File: config.mk
export PLATFORM = sky130hd
export DESIGN_NAME = ifu_mem_sched
export DESIGN_NICKNAME = d
export VERILOG_FILES = /design/src/rtl/ifu_mem_sched.sv
export SDC_FILE = /design/constraint.sdc
export NUM_CORES = 1
export LEC_CHECK = 0
export BUFFER_PORTS_ARGS = -buffer_cell sky130_fd_sc_hd__buf_2
export CAP_MARGIN = 20
export CORE_AREA = 2 2 160 162
export CTS_BUF_LIST = sky130_fd_sc_hd__clkbuf_16
export CTS_CLUSTER_SIZE = 28
export DETAILED_ROUTE_END_ITERATION = 10
export DIE_AREA = 0 0 162 164
export HOLD_SLACK_MARGIN = 0.12
export PLACE_DENSITY = 0.67
export SLEW_MARGIN = 20
export SYNTH_ARGS = -nofsm -noshare
export SYNTH_HDL_FRONTEND = slang
export SYNTH_SLANG_ARGS = --single-unit
File: constraint.sdc
create_clock -name Clock -period 5.5 [get_ports Clock]
set_input_delay 0.275 -clock Clock [delete_from_list [all_inputs] [get_ports Clock]]
set_output_delay 0.275 -clock Clock [all_outputs]
set_load 0.01 [all_outputs]
File: src/rtl/ifu_mem_sched.sv
// Instruction-fetch memory scheduler: arbitrates demand and prefetch line
// requests onto a single-outstanding memory port, with timeout reissue.
module ifu_mem_sched #(
    parameter int unsigned TAG_WIDTH      = 27,
    parameter int unsigned LINE_WIDTH     = 128,
    parameter int unsigned TIMEOUT_CYCLES = 64
) (
    input  logic                  Clock,
    input  logic                  Rst,
    input  logic [TAG_WIDTH-1:0]  cache_reqTagIn,
    input  logic                  cache_reqValidIn,
    output logic                  cache_reqAckOut,
    input  logic [TAG_WIDTH-1:0]  pf_reqTagIn,
    input  logic                  pf_reqValidIn,
    output logic                  pf_reqAckOut,
    output logic [TAG_WIDTH-1:0]  mem_reqTagOut,
    output logic                  mem_reqValidOut,
    input  logic                  mem_reqReadyIn,
    input  logic [TAG_WIDTH-1:0]  mem_rspTagIn,
    input  logic [LINE_WIDTH-1:0] mem_rspInsLineIn,
    input  logic                  mem_rspValidIn,
    output logic [TAG_WIDTH-1:0]  fill_tagOut,
    output logic [LINE_WIDTH-1:0] fill_lineOut,
    output logic                  fill_validOut,
    output logic                  fill_isPrefetchOut,
    output logic                  busyOut,
    output logic [7:0]            timeoutCntOut
);

    typedef enum logic [1:0] {IDLE, ISSUE, WAIT, FILL} state_t;

    localparam logic [7:0] TMO_LAST = 8'(TIMEOUT_CYCLES - 1);

    state_t                state_q;
    logic [TAG_WIDTH-1:0]  cur_tag_q;
    logic                  cur_is_pf_q;
    logic [7:0]            tmo_q;
    logic [7:0]            reissue_q;
    logic [LINE_WIDTH-1:0] line_q;

    logic rsp_hit;
    logic merge;
    logic pf_drop;

    always_comb begin
        rsp_hit = mem_rspValidIn && (mem_rspTagIn == cur_tag_q);
        merge   = ((state_q == ISSUE) || (state_q == WAIT)) && cache_reqValidIn &&
                  (cache_reqTagIn == cur_tag_q) && cur_is_pf_q;
        pf_drop = (state_q != IDLE) && pf_reqValidIn && (pf_reqTagIn == cur_tag_q);
    end

    // Acks are decoded in the acceptance cycle so a held request is never
    // seen again by the merge/drop compare after it has been taken.
    always_comb begin
        cache_reqAckOut = ((state_q == IDLE) && cache_reqValidIn) || merge;
        pf_reqAckOut    = ((state_q == IDLE) && !cache_reqValidIn && pf_reqValidIn) || pf_drop;
    end

    always_ff @(posedge Clock or posedge Rst) begin
        if (Rst) begin
            state_q     <= IDLE;
            cur_tag_q   <= '0;
            cur_is_pf_q <= 1'b0;
            tmo_q       <= '0;
            reissue_q   <= '0;
            line_q      <= '0;
        end else begin
            case (state_q)
                IDLE: begin
                    if (cache_reqValidIn) begin
                        cur_tag_q   <= cache_reqTagIn;
                        cur_is_pf_q <= 1'b0;
                        state_q     <= ISSUE;
                    end else if (pf_reqValidIn) begin
                        cur_tag_q   <= pf_reqTagIn;
                        cur_is_pf_q <= 1'b1;
                        state_q     <= ISSUE;
                    end
                end
                ISSUE: begin
                    if (merge) cur_is_pf_q <= 1'b0;
                    if (mem_reqReadyIn) begin
                        tmo_q   <= '0;
                        state_q <= WAIT;
                    end
                end
                WAIT: begin
                    if (merge) cur_is_pf_q <= 1'b0;
                    if (rsp_hit) begin
                        line_q  <= mem_rspInsLineIn;
                        state_q <= FILL;
                    end else if (tmo_q == TMO_LAST) begin
                        state_q <= ISSUE;
                        if (reissue_q != 8'hFF) reissue_q <= reissue_q + 8'd1;
                    end else begin
                        tmo_q <= tmo_q + 8'd1;
                    end
                end
                FILL:    state_q <= IDLE;
                default: state_q <= IDLE;
            endcase
        end
    end

    always_comb begin
        mem_reqValidOut    = (state_q == ISSUE);
        mem_reqTagOut      = cur_tag_q;
        fill_validOut      = (state_q == FILL);
        fill_tagOut        = cur_tag_q;
        fill_lineOut       = line_q;
        fill_isPrefetchOut = (state_q == FILL) && cur_is_pf_q;
        busyOut            = (state_q != IDLE);
        timeoutCntOut      = reissue_q;
    end

endmodule

==> run metrics <==
worst clock skew on the final layout=0.0141 ns; number of buffers created by CTS=17; post-cts hold buffer count=128; most used flip-flop cell after synthesis=sky130_fd_sc_hd__dfrtp_1; RePlAce Congestion=0.813; cell depth of the worst flop-to-flop path=6; Min-Delay Startpoint=pf_reqTagIn[16]; Pleak=6.72 nW; number of rows in the core area=58; Post-synth EDFFs=0; initial core utilization=33.1%; final worst-path cycle share=64.4%; mean cell area of the mapped netlist=12.7 µm²; net switching power=0.00149 W; clock tree from TritonCTS=yes; Worst R2R Start=fill_tagOut[11]; post-placement setup slack=1.92 ns; Post-Synthesis Cells=648; floorplan die width=162 µm; number of buffers added for setup after CTS=0; minimum period implied by the final worst setup slack=3.54 ns; clk_lat worst skew=0.42 ns; ranking of synthesized cells by area=sky130_fd_sc_hd__dfrtp_1 53%, sky130_fd_sc_hd__mux2_1 11%, sky130_fd_sc_hd__mux2_2 7.1%; maximum number of pins on one net before global-route repair=83; DR vias/cell=4.62; Resized Gates After CTS=0; arrival time of data at the critical path endpoint=3.83 ns; final number of hold-violating endpoints=0; flop2flop setup slack=1.96 ns; data required time at the worst endpoint=5.79 ns; TritonCTS sink count=174; total nets after synthesis=869; DR vias=6928; worst setup slack after layout=1.96 ns; internal cell power=0.00256 W; total wirelength of the detailed-routed design=25600 µm; R2R Path End=fill_lineOut[53]; share of cells above drive strength 1=42.8%; area after detailed placement=10400 µm²; top cell types by occurrence after synthesis=174 x sky130_fd_sc_hd__dfrtp_1, 77 x sky130_fd_sc_hd__mux2_1, 53 x sky130_fd_sc_hd__xnor2_1; most numerous cell in the Yosys netlist=sky130_fd_sc_hd__dfrtp_1; setup repair after global routing missed its margin=no; largest voltage drop on the vdd net=0.249 mV; drt wl/cell=17.0 µm; H-tree depth reported by CTS=4; largest stage delay on the critical path=0.80 ns; met2 track demand over resource in global routing=33.0%; total of fill cells in the finished design=2188; Netlist Area Pre-Place=8220 µm²; Slew Viols, Final=0; Root Buffer Master=sky130_fd_sc_hd__clkbuf_16; area of the core=24800 µm²; count of warnings emitted by yosys=0; Overall Global Routing Usage=18.8%; sequence of cells on the critical path=xor2_1 > nor4_1 > and4_1 > and4_4 > buf_12 > mux2_1; final core utilization=49.4%; Combinational Power Share=30.8%; count of state elements after synthesis=174; number of design rule violations left after detail routing=0; Least-Margin Pin Slew=0.985 ns; PD cells=330 nW/µm²; number of distinct library cells after synthesis=41; number of ports placed on the die boundary=411; overall die area=26600 µm²; Non-Filler Cell Area, Final=12300 µm²; overall power after layout=0.00405 W; crit-path max FO=70; global routing usage on met3=5.40%; number of global-route vias before repair=7126; top cell type's share of synthesized area=53.0%; worst-path cell with the longest stage delay=sky130_fd_sc_hd__and4_4; Iteration-0 DRC Markers=431; path class of the lowest-slack min-delay path=in -> reg; total number of nets in the final design=1378; worst min-delay path endpoint=fill_tagOut[16]; Setup violations, final=0; routing layer with the top usage in global route=met2; clock share of power=29.3%; Detailed Routing Iterations Pass 1=4; met1 track demand over resource in global routing=22.2%; number of antenna violations at the first check in global routing=1; maximum number of buffers from clock root to sink=2; Max Cap Violations=0; sequential share of power=39.9%; run status=completed; Antenna Nets Post-Route=0; share of flip-flops with an asynchronous set or reset=100%; sequential cell area fraction in the yosys report=53.0%; startpoint types=flip-flop; wire length of the first global-routing pass=39000 µm; port buffer count=410; Detail Placement HPWL=18100 µm; die height=164 µm; post-synthesis cell type with the largest combined area=sky130_fd_sc_hd__dfrtp_1; highest clock frequency the design can meet=0.283 GHz; global-route congestion overflow total=0; setup TNS after final layout=0 ns; Worst Hold Depth=3; Sw Share=36.8%; Setup crit end kind=flip-flop; headroom to the max-slew limit=34.3%; P&R area growth vs syn=49.1%; clock-pin slew on the worst setup and hold paths=0.07 ns; Worst Setup Path Type=reg -> reg
-- logic make-up after synthesis --
group,Yosys count,synth area share (%)
flip-flops,174,53.0
multiplexers,158,21.2
XOR/XNOR,85,9.05
adder cells (fa/ha/maj),6,0.913
buffers and inverters,64,5.16
AND/OR/NAND/NOR,105,6.59
AO/OA/AOI/OAI,56,4.14
-- worst max-delay path: cells and delay by family (launching register included) --
kind	cells	cell delay [ns]
XOR/XNOR	1	0.21
buffers and inverters	1	0.41
flip-flops	1	0.47
multiplexers	1	0.38
AND/OR/NAND/NOR	3	1.83
-- final cells by class --
cell class                      count  area (µm²)  area share, %
Clock inverter                     15         155           1.27
Multi-Input combinational cell    410        3460           28.2
Clock buffer                       17         425           3.47
Timing Repair Buffer              543        3410           27.8
Inverter                           11        46.3          0.378
Antenna cell                        1        2.50         0.0204
Sequential cell                   174        4350           35.5
Tap cell                          330         413           3.37
-- sequential cells by signal, summed over array words and instances (netlist names) --
| signal | cells |
|---|---|
| fill_lineOut | 128 |
| tmo_q | 8 |
| timeoutCntOut | 8 |
| cur_is_pf_q | 1 |
| state_q | 2 |
| fill_tagOut | 27 |
-- layer usage --
metal | up-vias | share of wire (%)
met5 | - | 0
met4 | 0 | 2.7
met3 | 39 | 7.0
met2 | 275 | 50
met1 | 3341 | 40
li1 | 3273 | -
-- power by group through the flow --
stage               logic, W  registers [W]  clock network, W
floorplan           0.000753        0.00164                 0
global placement     0.00116        0.00163                 0
detailed placement   0.00116        0.00164                 0
CTS                  0.00124        0.00162           0.00122
global route         0.00137        0.00165           0.00128
finish               0.00125        0.00162           0.00119
-- worst max-delay path by stage --
stage                       end  cells past startpoint             from
2_1_floorplan       cur_is_pf_q                      1              Rst
3_3_place_gp   fill_lineOut[19]                      6  fill_tagOut[11]
3_5_place_dp   fill_lineOut[46]                      6  fill_tagOut[11]
4_1_cts        fill_lineOut[29]                      6  fill_tagOut[11]
5_1_grt        fill_lineOut[34]                      6  fill_tagOut[11]
6_report       fill_lineOut[53]                      6  fill_tagOut[11]
-- stage by stage --
stage / std cells / hold slack, ns
after detailed placement: 1338 / 0.469
after global routing: 1500 / 0.170
after floorplan: 648 / 0.410
after global placement: 1338 / 0.461
after CTS: 1498 / 0.125
final: 1501 / 0.167
-- cell usage in the layout, fill, tap and decap left out, types with 2 or more instances in the layout --
master	n
sky130_fd_sc_hd__a41o_1	3
sky130_fd_sc_hd__xnor2_1	53
sky130_fd_sc_hd__o31ai_1	3
sky130_fd_sc_hd__nand2_1	41
sky130_fd_sc_hd__xor2_1	32
sky130_fd_sc_hd__clkinv_1	2
sky130_fd_sc_hd__o21ai_0	33
sky130_fd_sc_hd__clkbuf_16	17
sky130_fd_sc_hd__and3_1	6
sky130_fd_sc_hd__a31oi_1	6
sky130_fd_sc_hd__nand2b_1	3
sky130_fd_sc_hd__inv_1	10
sky130_fd_sc_hd__a21boi_0	2
sky130_fd_sc_hd__buf_2	410
sky130_fd_sc_hd__clkinv_4	3
sky130_fd_sc_hd__nand3_1	9
sky130_fd_sc_hd__mux2_1	77
sky130_fd_sc_hd__and2_1	2
sky130_fd_sc_hd__mux2_2	52
sky130_fd_sc_hd__ha_1	6
sky130_fd_sc_hd__mux2i_1	29
sky130_fd_sc_hd__inv_6	4
sky130_fd_sc_hd__clkinv_8	4
sky130_fd_sc_hd__and4_1	3
sky130_fd_sc_hd__nand4_1	19
sky130_fd_sc_hd__buf_4	2
sky130_fd_sc_hd__nor2_1	7
sky130_fd_sc_hd__dfrtp_1	174
sky130_fd_sc_hd__nor4_1	10
sky130_fd_sc_hd__dlygate4sd3_1	129
sky130_fd_sc_hd__inv_8	2
No activity file was read; power rests on OpenSTA's default activity.
